===== config.mk =====
export PLATFORM = sky130hd
export DESIGN_NAME = rr_arb_mux
export DESIGN_NICKNAME = d
export VERILOG_FILES = /design/src/rtl/rr_arb_mux.sv
export SDC_FILE = /design/constraint.sdc
export NUM_CORES = 1
export LEC_CHECK = 0
export ABC_AREA = 1
export CORE_AREA = 2 2 131 133
export CTS_BUF_LIST = sky130_fd_sc_hd__clkbuf_8
export CTS_CLUSTER_SIZE = 14
export DETAILED_ROUTE_END_ITERATION = 10
export DIE_AREA = 0 0 133 135
export PLACE_DENSITY = 0.8
export SLEW_MARGIN = 0
export SYNTH_ARGS = -nofsm -noshare
export SYNTH_HDL_FRONTEND = slang
export SYNTH_SLANG_ARGS = --single-unit

===== constraint.sdc =====
create_clock -name clk -period 2.7 [get_ports clk]
set_clock_uncertainty 0.1 [all_clocks]
set_input_delay 0.405 -clock clk [delete_from_list [all_inputs] [get_ports clk]]
set_output_delay 0.405 -clock clk [all_outputs]
set_load 0.03 [all_outputs]

===== src/rtl/rr_arb_mux.sv =====
// N:1 round-robin arbitrated mux with valid/ready on every input and a registered output.
// Optional packet locking (in_last/out_last) enabled by defining ARB_LOCK_EN.
module rr_arb_mux #(
    parameter int unsigned WIDTH = 64,
    parameter int unsigned N     = 4,
    parameter int unsigned SELW  = (N > 1) ? $clog2(N) : 1
) (
    input  logic                 clk,
    input  logic                 reset_n,
    input  logic [N*WIDTH-1:0]   in_data,
    input  logic [N-1:0]         in_valid,
    output logic [N-1:0]         in_ready,
`ifdef ARB_LOCK_EN
    input  logic [N-1:0]         in_last,
    output logic                 out_last,
`endif
    output logic [WIDTH-1:0]     out_data,
    output logic                 out_valid,
    input  logic                 out_ready,
    output logic [SELW-1:0]      out_src
);

    // One extra bit so ptr+offset can exceed N-1 before wrapping.
    localparam int unsigned CNTW = SELW + 1;

    logic                out_valid_q, out_valid_d;
    logic [WIDTH-1:0]    out_data_q,  out_data_d;
    logic [SELW-1:0]     out_src_q,   out_src_d;
    logic [SELW-1:0]     ptr_q,       ptr_d;
`ifdef ARB_LOCK_EN
    logic                lock_q,      lock_d;
    logic                out_last_q,  out_last_d;
`endif

    logic                load_en_c;
    logic [N-1:0]        grant_c;
    logic [SELW-1:0]     gnt_idx_c;
    logic                found_c;
    logic [CNTW-1:0]     cand_c;
    logic [CNTW-1:0]     ptr_inc_c;
    logic [WIDTH-1:0]    sel_data_c;
    logic                accept_c;

    assign load_en_c = ~out_valid_q | out_ready;

    // Grant: first valid channel searched upward from the pointer, wrapping.
    always_comb begin
        grant_c   = '0;
        gnt_idx_c = '0;
        found_c   = 1'b0;
        cand_c    = '0;
`ifdef ARB_LOCK_EN
        // While locked, out_src_q still names the channel that owns the packet.
        if (lock_q) begin
            if (in_valid[out_src_q]) begin
                grant_c[out_src_q] = 1'b1;
                gnt_idx_c          = out_src_q;
            end
        end else
`endif
        begin
            for (int unsigned off = 0; off < N; off++) begin
                cand_c = CNTW'(ptr_q) + CNTW'(off);
                if (cand_c >= CNTW'(N)) begin
                    cand_c = cand_c - CNTW'(N);
                end
                if (!found_c && in_valid[cand_c[SELW-1:0]]) begin
                    found_c                     = 1'b1;
                    grant_c[cand_c[SELW-1:0]]   = 1'b1;
                    gnt_idx_c                   = cand_c[SELW-1:0];
                end
            end
        end
    end

    assign in_ready = reset_n ? (grant_c & {N{load_en_c}}) : '0;
    assign accept_c = |(in_valid & in_ready);

    always_comb begin
        sel_data_c = '0;
        for (int i = 0; i < int'(N); i++) begin
            if (grant_c[i]) begin
                sel_data_c = in_data[i*WIDTH +: WIDTH];
            end
        end
    end

    always_comb begin
        ptr_inc_c = CNTW'(gnt_idx_c) + CNTW'(1);
        if (ptr_inc_c >= CNTW'(N)) begin
            ptr_inc_c = '0;
        end
    end

    // Output register and arbitration state update.
    always_comb begin
        out_valid_d = out_valid_q;
        out_data_d  = out_data_q;
        out_src_d   = out_src_q;
        ptr_d       = ptr_q;
`ifdef ARB_LOCK_EN
        lock_d      = lock_q;
        out_last_d  = out_last_q;
`endif
        if (accept_c) begin
            out_valid_d = 1'b1;
            out_data_d  = sel_data_c;
            out_src_d   = gnt_idx_c;
`ifdef ARB_LOCK_EN
            out_last_d  = in_last[gnt_idx_c];
            lock_d      = ~in_last[gnt_idx_c];
            if (in_last[gnt_idx_c]) begin
                ptr_d = ptr_inc_c[SELW-1:0];
            end
`else
            ptr_d       = ptr_inc_c[SELW-1:0];
`endif
        end else if (out_ready) begin
            out_valid_d = 1'b0;
        end
    end

    always_ff @(posedge clk) begin
        if (!reset_n) begin
            out_valid_q <= 1'b0;
            out_data_q  <= '0;
            out_src_q   <= '0;
            ptr_q       <= '0;
`ifdef ARB_LOCK_EN
            lock_q      <= 1'b0;
            out_last_q  <= 1'b0;
`endif
        end else begin
            out_valid_q <= out_valid_d;
            out_data_q  <= out_data_d;
            out_src_q   <= out_src_d;
            ptr_q       <= ptr_d;
`ifdef ARB_LOCK_EN
            lock_q      <= lock_d;
            out_last_q  <= out_last_d;
`endif
        end
    end

    assign out_valid = out_valid_q;
    assign out_data  = out_data_q;
    assign out_src   = out_src_q;
`ifdef ARB_LOCK_EN
    assign out_last  = out_last_q;
`endif

endmodule


==> results of run 1 <==
[timing repair]
action                     4_1_cts  5_1_grt
pin swaps                        3       10
resized for setup                3       27
buffers inserted                 3        4
gates cloned                     3        2
setup endpoints to repair        4       72
[through the flow]
| stage | cells | setup TNS [ps] | power [mW] | util [%] | setup WS (ps) |
|---|---|---|---|---|---|
| floorplan | 963 | 0 | 7.60 | - | 55.1 |
| global placement | 1497 | -54.0 | 10.6 | 55.8 | -20.5 |
| detailed placement | 1497 | -2960 | 10.7 | 55.8 | -93.7 |
| CTS | 1519 | -10.6 | 12.0 | 57.8 | -10.6 |
| global route | 1525 | -372 | 13.5 | 58.8 | -54.3 |
| finish | 1525 | 0 | 12.3 | 58.8 | 80.5 |
[sequential cells by signal, summed over array words and instances (netlist names), named ones only]
register and cells:
ptr_q 1, out_valid 1, out_data 64, out_src 2
[worst min path at each step]
stage	startpoint	to	slack (ps)
after floorplan	ptr_q[1]	ptr_q[1]	430
after global placement	out_src[0]	out_src[0]	370
after detailed placement	out_src[1]	out_src[1]	370
after CTS	reset_n	out_valid	230
after global routing	reset_n	out_valid	270
final	reset_n	out_valid	250
[power by group]
group	leakage [nW]	switching (mW)	total, mW	internal (mW)
Combinational	3.87	5.78	9.87	4.08
Sequential	0.568	0.175	1.57	1.40
Clock	0.109	0.415	0.876	0.461
[routing by layer]
layer	routed length, µm	up-vias
li1	-	3733
met1	9080	3336
met2	11100	315
met3	1920	40
met4	544	0
met5	0	-
[logic make-up (layout without fill, tap and decap cells)]
| family | after synthesis | after routing | synth area share [%] |
|---|---|---|---|
| simple gates | 526 | 527 | 40.0 |
| compound gates | 207 | 207 | 19.6 |
| buf+inv | 155 | 496 | 13.2 |
| flops | 69 | 69 | 25.8 |
| fa+ha+maj | 5 | 5 | 1.17 |
| xor+xnor | 1 | 1 | 0.164 |
[cells in the final DEF (no fill, tap or decap)]
master / instances
ha_1: 4
nand2_8: 1
buf_12: 16
inv_1: 75
inv_2: 9
o21ai_1: 25
bufbuf_16: 2
nand3_4: 3
nand2_1: 293
a21oi_1: 133
a21boi_0: 4
dfxtp_2: 2
dlymetal6s2s_1: 2
clkbuf_8: 14
o21ai_0: 41
buf_2: 1
clkdlybuf4s50_1: 326
a21oi_2: 3
nor2_4: 4
clkinv_4: 1
nor2_1: 134
clkbuf_16: 2
nand3_1: 80
dfxtp_1: 67
buf_6: 5
nand2_2: 3
xnor2_1: 1
nand3_2: 8
clkinv_2: 1
ha_4: 1
nand2_4: 1
buf_4: 42
o22ai_1: 1
[layout make-up]
class / count / area (µm²) / share of cell area, %
Multi-Input combinational cell: 740 / 3370 / 34.9
Clock inverter: 2 / 13.8 / 0.143
Tap cell: 220 / 275 / 2.85
Clock buffer: 14 / 193 / 2.00
Inverter: 84 / 315 / 3.27
Timing Repair Buffer: 396 / 4100 / 42.5
Sequential cell: 69 / 1380 / 14.3
[tightest hold or removal path, stage by stage]
cell,delay (ps)
buf_2,90
inv_1,70
nor2_1,100
==> results.yml, run 1 <==
routing:
  drt-initial-drc-count: 519
  ant_nets: 0
  routed-via-count: 7424
  wirelength_um: 22600
  drt-wirelength-per-cell_um: 14.8
  drc_errors: 0
  avgViaCountPerCell: 4.87
  dr.pass1.iters: 4
critical_path:
  crit_end: "in_ready[3]"
  worst_path_largest_cell_delay_ps: 480
  cpLargestDelayFamily: "buffers and inverters"
  r2r-end: "out_data[34]"
  cp-end-kind: "primary output"
  arrival_ps: 2110
  required_ps: 2190
  path_max_fanout: 4
  start_kind: "input port"
  critPathSlowestCell: "clkdlybuf4s50_1"
  path_depth: 12
  critPathKind: "in -> out"
  path_cells: "clkdlybuf4s50_1 > inv_1 > nand2_1 > nand3_2 > buf_4 > a21boi_0 > a21oi_2 > nand3_4 > buf_12 > nand2_1 > inv_2 > buf_12"
  regToRegSetupSlack_ps: 180
  critPathBufInv: 6
  rr_worst_depth: 16
  critPathLaunch: "in_valid[3]"
cells_and_area:
  antenna_cells: 0
  area_delta_synth_final_pct: 80.5
  stdcell_area_mm2: 0.00965
  fill_cells: 1539
  drive_gt1_share_pct: 9.12
  nets: 1568
sta:
  final.period_utilization_pct: 97.0
  setup_violations: 0
  worst-slew-pin-transition_ps: 610
  slew_violations: 0
  timing.hold.ws_ps: 247
  min_period_ps: 2620
  relSlewSlack_pct: 59.3
  fmax_mhz: 382
  hold_viol: 0
yosys:
  yosys_warnings: 0
  synth_largest_area_cell: "dfxtp_1"
  post-synth-top-count-cell: "nand2_1"
  synth-seq-cells: 69
  synth-edff-count: 0
  netlist_instances: 963
  synth.net_count: 1231
  synth_cell_types: 23
  synthTopCellsByArea: "dfxtp_1 26%, nand2_1 21%, a21oi_1 13%"
  syn_area_mm2: 0.00535
  postSynthAreaPerCell_um2: 5.55
  synth_commonest_cells: "294 x nand2_1, 136 x a21oi_1, 134 x nor2_1, 87 x nand3_1, 80 x inv_1"
  async_flop_share_pct: 0
  synth_ff_type: "dfxtp_1"
  seq_area_frac_synth_pct: 25.8
  yosysTopAreaCellShare_pct: 25.8
global_route:
  use_met1_pct: 27.5
  grt_pass1_wl_um: 34200
  grt_max_degree: 66
  grt.overflow.total: 0
  antenna_found_initial: 0
  grt_pass1_vias: 7001
  use_met2_pct: 42.1
  gr-usage-met3_pct: 5.82
  grtUsageTotal_pct: 23.6
  grt_busiest_layer: "met2"
clock_tree:
  clkSinkCount: 69
  cts_inserted_buffers: 9
  cts_tree: "yes"
  worst_skew_pair.late_latency_ps: 340
  clk_pin_slew_ps: 80
  postCtsHoldBufs: 0
  htreeDepth: 3
  cts_root_buffer: "clkbuf_8"
  clockBufferDepth: 2
die:
  core_mm2: 0.0164
  start_util_pct: 32.6
  dieWidth_um: 133
  dieHeight_um: 135
  ios: 334
  core.rowCount: 47
  die_area_mm2: 0.0180
placement:
  io_buffers: 333
  hpwl_um: 16400
  dpl_cell_area_mm2: 0.00916
  gp_congestion: 0.919
power:
  p_leak_nw: 4.55
  ir_worst_vdd_v: 0.000660
  power-per-cell-area_mw_per_mm2: 1280
run:
  cap_violations: 0
worst_hold_path:
  hold-path-cell-count: 3
  hp-class: "in -> reg"
status:
  status: "finished, final reports clean"
Note: power is estimated with default switching activity, not from simulation.
==> inputs of run 2 (changes only) <==
- ABC_AREA: 1 -> unset
- CORE_AREA: 2 2 131 133 -> 2 2 132 134
- DIE_AREA: 0 0 133 135 -> 0 0 134 136
- GPL_TIMING_DRIVEN: unset -> 0
- PLACE_DENSITY: 0.8 -> 0.78
- RECOVER_POWER: unset -> 50
==> run 2 against run 1 <==
The run now ends with negative setup slack left. Cell count decreased by 13%. First-iteration DRC count decreased by 19%. Cell area increased by 16%. Flip-flop and latch count unchanged. Fmax decreased by 20%. Global-route usage increased by 5.6 points. Clock power decreased by 7.3%. Non-clock buffer count increased by 79. Combinational power increased by 60%.
==> results.yml, run 2 <==
status:
  status: "finished, violations left"
  violations: "negative setup slack"
yosys:
  synth_commonest_cells: "126 x o21ai_0, 73 x inv_1, 71 x nand2_1, 69 x dfxtp_1, 65 x o311ai_1"
  synth_largest_area_cell: "dfxtp_1"
  syn_area_mm2: 0.00510
  synth_cell_types: 49
  post-synth-top-count-cell: "o21ai_0"
  yosys_warnings: 0
  synth_xor_area_share_pct: 0.172
  synth_simple_gate_area_share_pct: 9.21
  async_flop_share_pct: 0
  seq_area_frac_synth_pct: 27.1
  synth_ff_type: "dfxtp_1"
  synthTopCellsByArea: "dfxtp_1 27%, o21ai_0 12%, o311ai_1 11%"
  synth_compound_area_share_pct: 45.9
  postSynthAreaPerCell_um2: 7.41
  synth_top_family_by_area: "compound AO/OA/AOI/OAI gates"
  synth-seq-cells: 69
  synth-adder-area-share_pct: 1.23
  yosysTopAreaCellShare_pct: 27.1
  synth-edff-count: 0
  netlist_instances: 688
  synth.net_count: 956
  yosys-mux-area-fraction_pct: 2.53
die:
  dieHeight_um: 136
  core.rowCount: 48
  core_mm2: 0.0169
  dieWidth_um: 134
  start_util_pct: 30.2
  ios: 334
  die_area_mm2: 0.0182
critical_path:
  cp-end-kind: "primary output"
  start_kind: "flip-flop"
  regToRegSetupSlack_ps: -510
  arrival_ps: 2750
  r2r-end: "out_data[33]"
  rr_worst_depth: 17
  required_ps: 2190
  path_max_fanout: 5
  critPathKind: "reg -> out"
power:
  intPower_mw: 9.40
  switching_share_pct: 49.1
  p_sw_mw: 9.08
  power-per-cell-area_mw_per_mm2: 1640
  power_frac_comb_pct: 85.4
  finalPower_mw: 18.5
  clkPwrFrac_pct: 4.4
  ir_worst_vdd_v: 0.000955
  p_leak_nw: 4.25
  pwr-share-seq_pct: 10.2
routing:
  ant_nets: 0
  drt-wirelength-per-cell_um: 21.9
  routed.top_layer: "met4"
  drc_errors: 0
  avgViaCountPerCell: 5.70
  drt-initial-drc-count: 421
  dr.pass1.iters: 5
  wl_met2_um: 14200
  met3_length_um: 2230
  wirelength_um: 28900
  drt-met1-wl_um: 11000
  routed-via-count: 7525
cells_and_area:
  nets: 1358
  layout_common_cells: "294 x clkdlybuf4s50_1, 71 x inv_1, 69 x nand2_1"
  fin_cells: 1320
  layout_commonest_cell: "clkdlybuf4s50_1"
  antenna_cells: 0
  largest_reg_flops: 64
  drive_gt1_share_pct: 24.4
  area_delta_synth_final_pct: 120
clock_tree:
  clkSinkCount: 69
  postCtsHoldBufs: 0
  cts_tree: "yes"
  clk_pin_slew_ps: 90
  htreeDepth: 3
  cts_inserted_buffers: 9
  worst_skew_pair.late_latency_ps: 370
  clockBufferDepth: 2
  cts_root_buffer: "clkbuf_8"
sta:
  final.period_utilization_pct: 121
  setup_tns_ps: -31850
  worst-slew-pin-transition_ps: 629
  rsz0062_at_grt: "yes"
  hold_viol: 0
  setup_violations: 72
  setup_slack_ps: -560
  fmax_mhz: 307
  timing.hold.ws_ps: 418
  min_period_ps: 3260
  slew_violations: 0
  relSlewSlack_pct: 58.0
global_route:
  grt_max_degree: 13
  grtUsageTotal_pct: 29.3
  grt.overflow.total: 0
  grt_pass1_wl_um: 41200
  grt_pass1_vias: 7562
  antenna_found_initial: 0
run:
  cap_violations: 0
placement:
  dp_cells: 1246
  gp_congestion: 0.925
  io_buffers: 333
  pre_cts_slack_ps: -1170
  hpwl_um: 18700
worst_hold_path:
  holdPathEnd: "out_src[0]"
  min_from: "out_src[0]"
  hold-path-cell-count: 2
  hp-class: "reg -> reg"
==> run 2: cell count changes in the layout (fill, tap and decap cells not counted), sizes merged, moves of 30 or more <==
cell,before,now
nand2,298,72
o21ai,66,132
dlygate4sd3,0,34
nor2,138,6
o211ai,0,64
a31oi,0,65
nand3,91,2
clkbuf,16,46
clkdlybuf4s50,326,294
o311ai,0,65
buf,64,110
a21oi,136,4
==> run 2: routing by layer <==
| layer | GRT usage [%] | vias to the layer above |
|---|---|---|
| li1 | - | 3412 |
| met1 | 32.5 | 3576 |
| met2 | 51.7 | 436 |
| met3 | 7.01 | 101 |
| met4 | 16.0 | 0 |
| met5 | 0 | - |
==> run 2: critical path, cell delays in order (launching register included) <==
cell and delay (ps):
dfxtp_4 370, buf_8 110, inv_8 30, ha_4 260, buf_6 90, mux4_2 410
buf_12 180, buf_6 110, nand3b_1 120, nand2_2 80, a221oi_4 230, clkbuf_8 200
nor2_4 40, buf_6 150
==> run 2: cells by family (layout without fill, tap and decap cells) <==
group / after synthesis / count (layout)
AND/OR/NAND/NOR: 101 / 101
XOR/XNOR: 1 / 1
AO/OA/AOI/OAI: 346 / 346
adder cells (fa/ha/maj): 5 / 5
flip-flops: 69 / 69
multiplexers: 9 / 9
buffers and inverters: 157 / 564
==> run 2: worst max-delay path by stage <==
stage / from / endpoint / slack, ps
finish: flip-flop / in_ready[0] / -560
global route: flip-flop / in_ready[1] / -650
CTS: flip-flop / in_ready[1] / -580
detailed placement: in_valid[3] / in_ready[2] / -1170
global placement: in_valid[0] / in_ready[2] / -1140
floorplan: flip-flop / in_ready[1] / -230
==> run 2: power groups by stage <==
stage,clock network [mW],registers [mW],logic (mW)
after floorplan,0,2.88,5.34
after global placement,0,1.87,9.49
after detailed placement,0,1.88,9.58
after CTS,0.823,1.86,14.4
after global routing,0.867,1.94,16.5
final,0.812,1.88,15.8
==> run 2: layout make-up <==
cell class / instances / area (µm²)
repair buffers: 396 / 4090
fillers: 1299 / 5640
plain buffers: 79 / 847
clock inverters: 6 / 37.5
clock buffers: 10 / 138
flip-flops and latches: 69 / 1390
multi-input cells: 462 / 4180
inverters: 73 / 282
well taps: 225 / 282
==> run 2: repair_timing <==
item,in CTS,in global routing
endpoints found under the hold margin,0,0
setup buffers,36,25
endpoints found under the setup margin,72,72
resized for setup,265,144
pin swaps,111,72
cloned,6,3
==> run 2: stage by stage <==
step	instance area [µm²]	utilization (%)
finish	11200	66.6
global route	11200	66.6
CTS	10700	63.6
floorplan	5240	-
global placement	8850	52.4
detailed placement	8850	52.4
==> inputs of run 3 (changes only) <==
- ABC_AREA: unset -> 0
- CTS_CLUSTER_SIZE: 14 -> 12
==> results of run 3 <==
No change in the layout: final DEF, timing and power equal those of run 2.
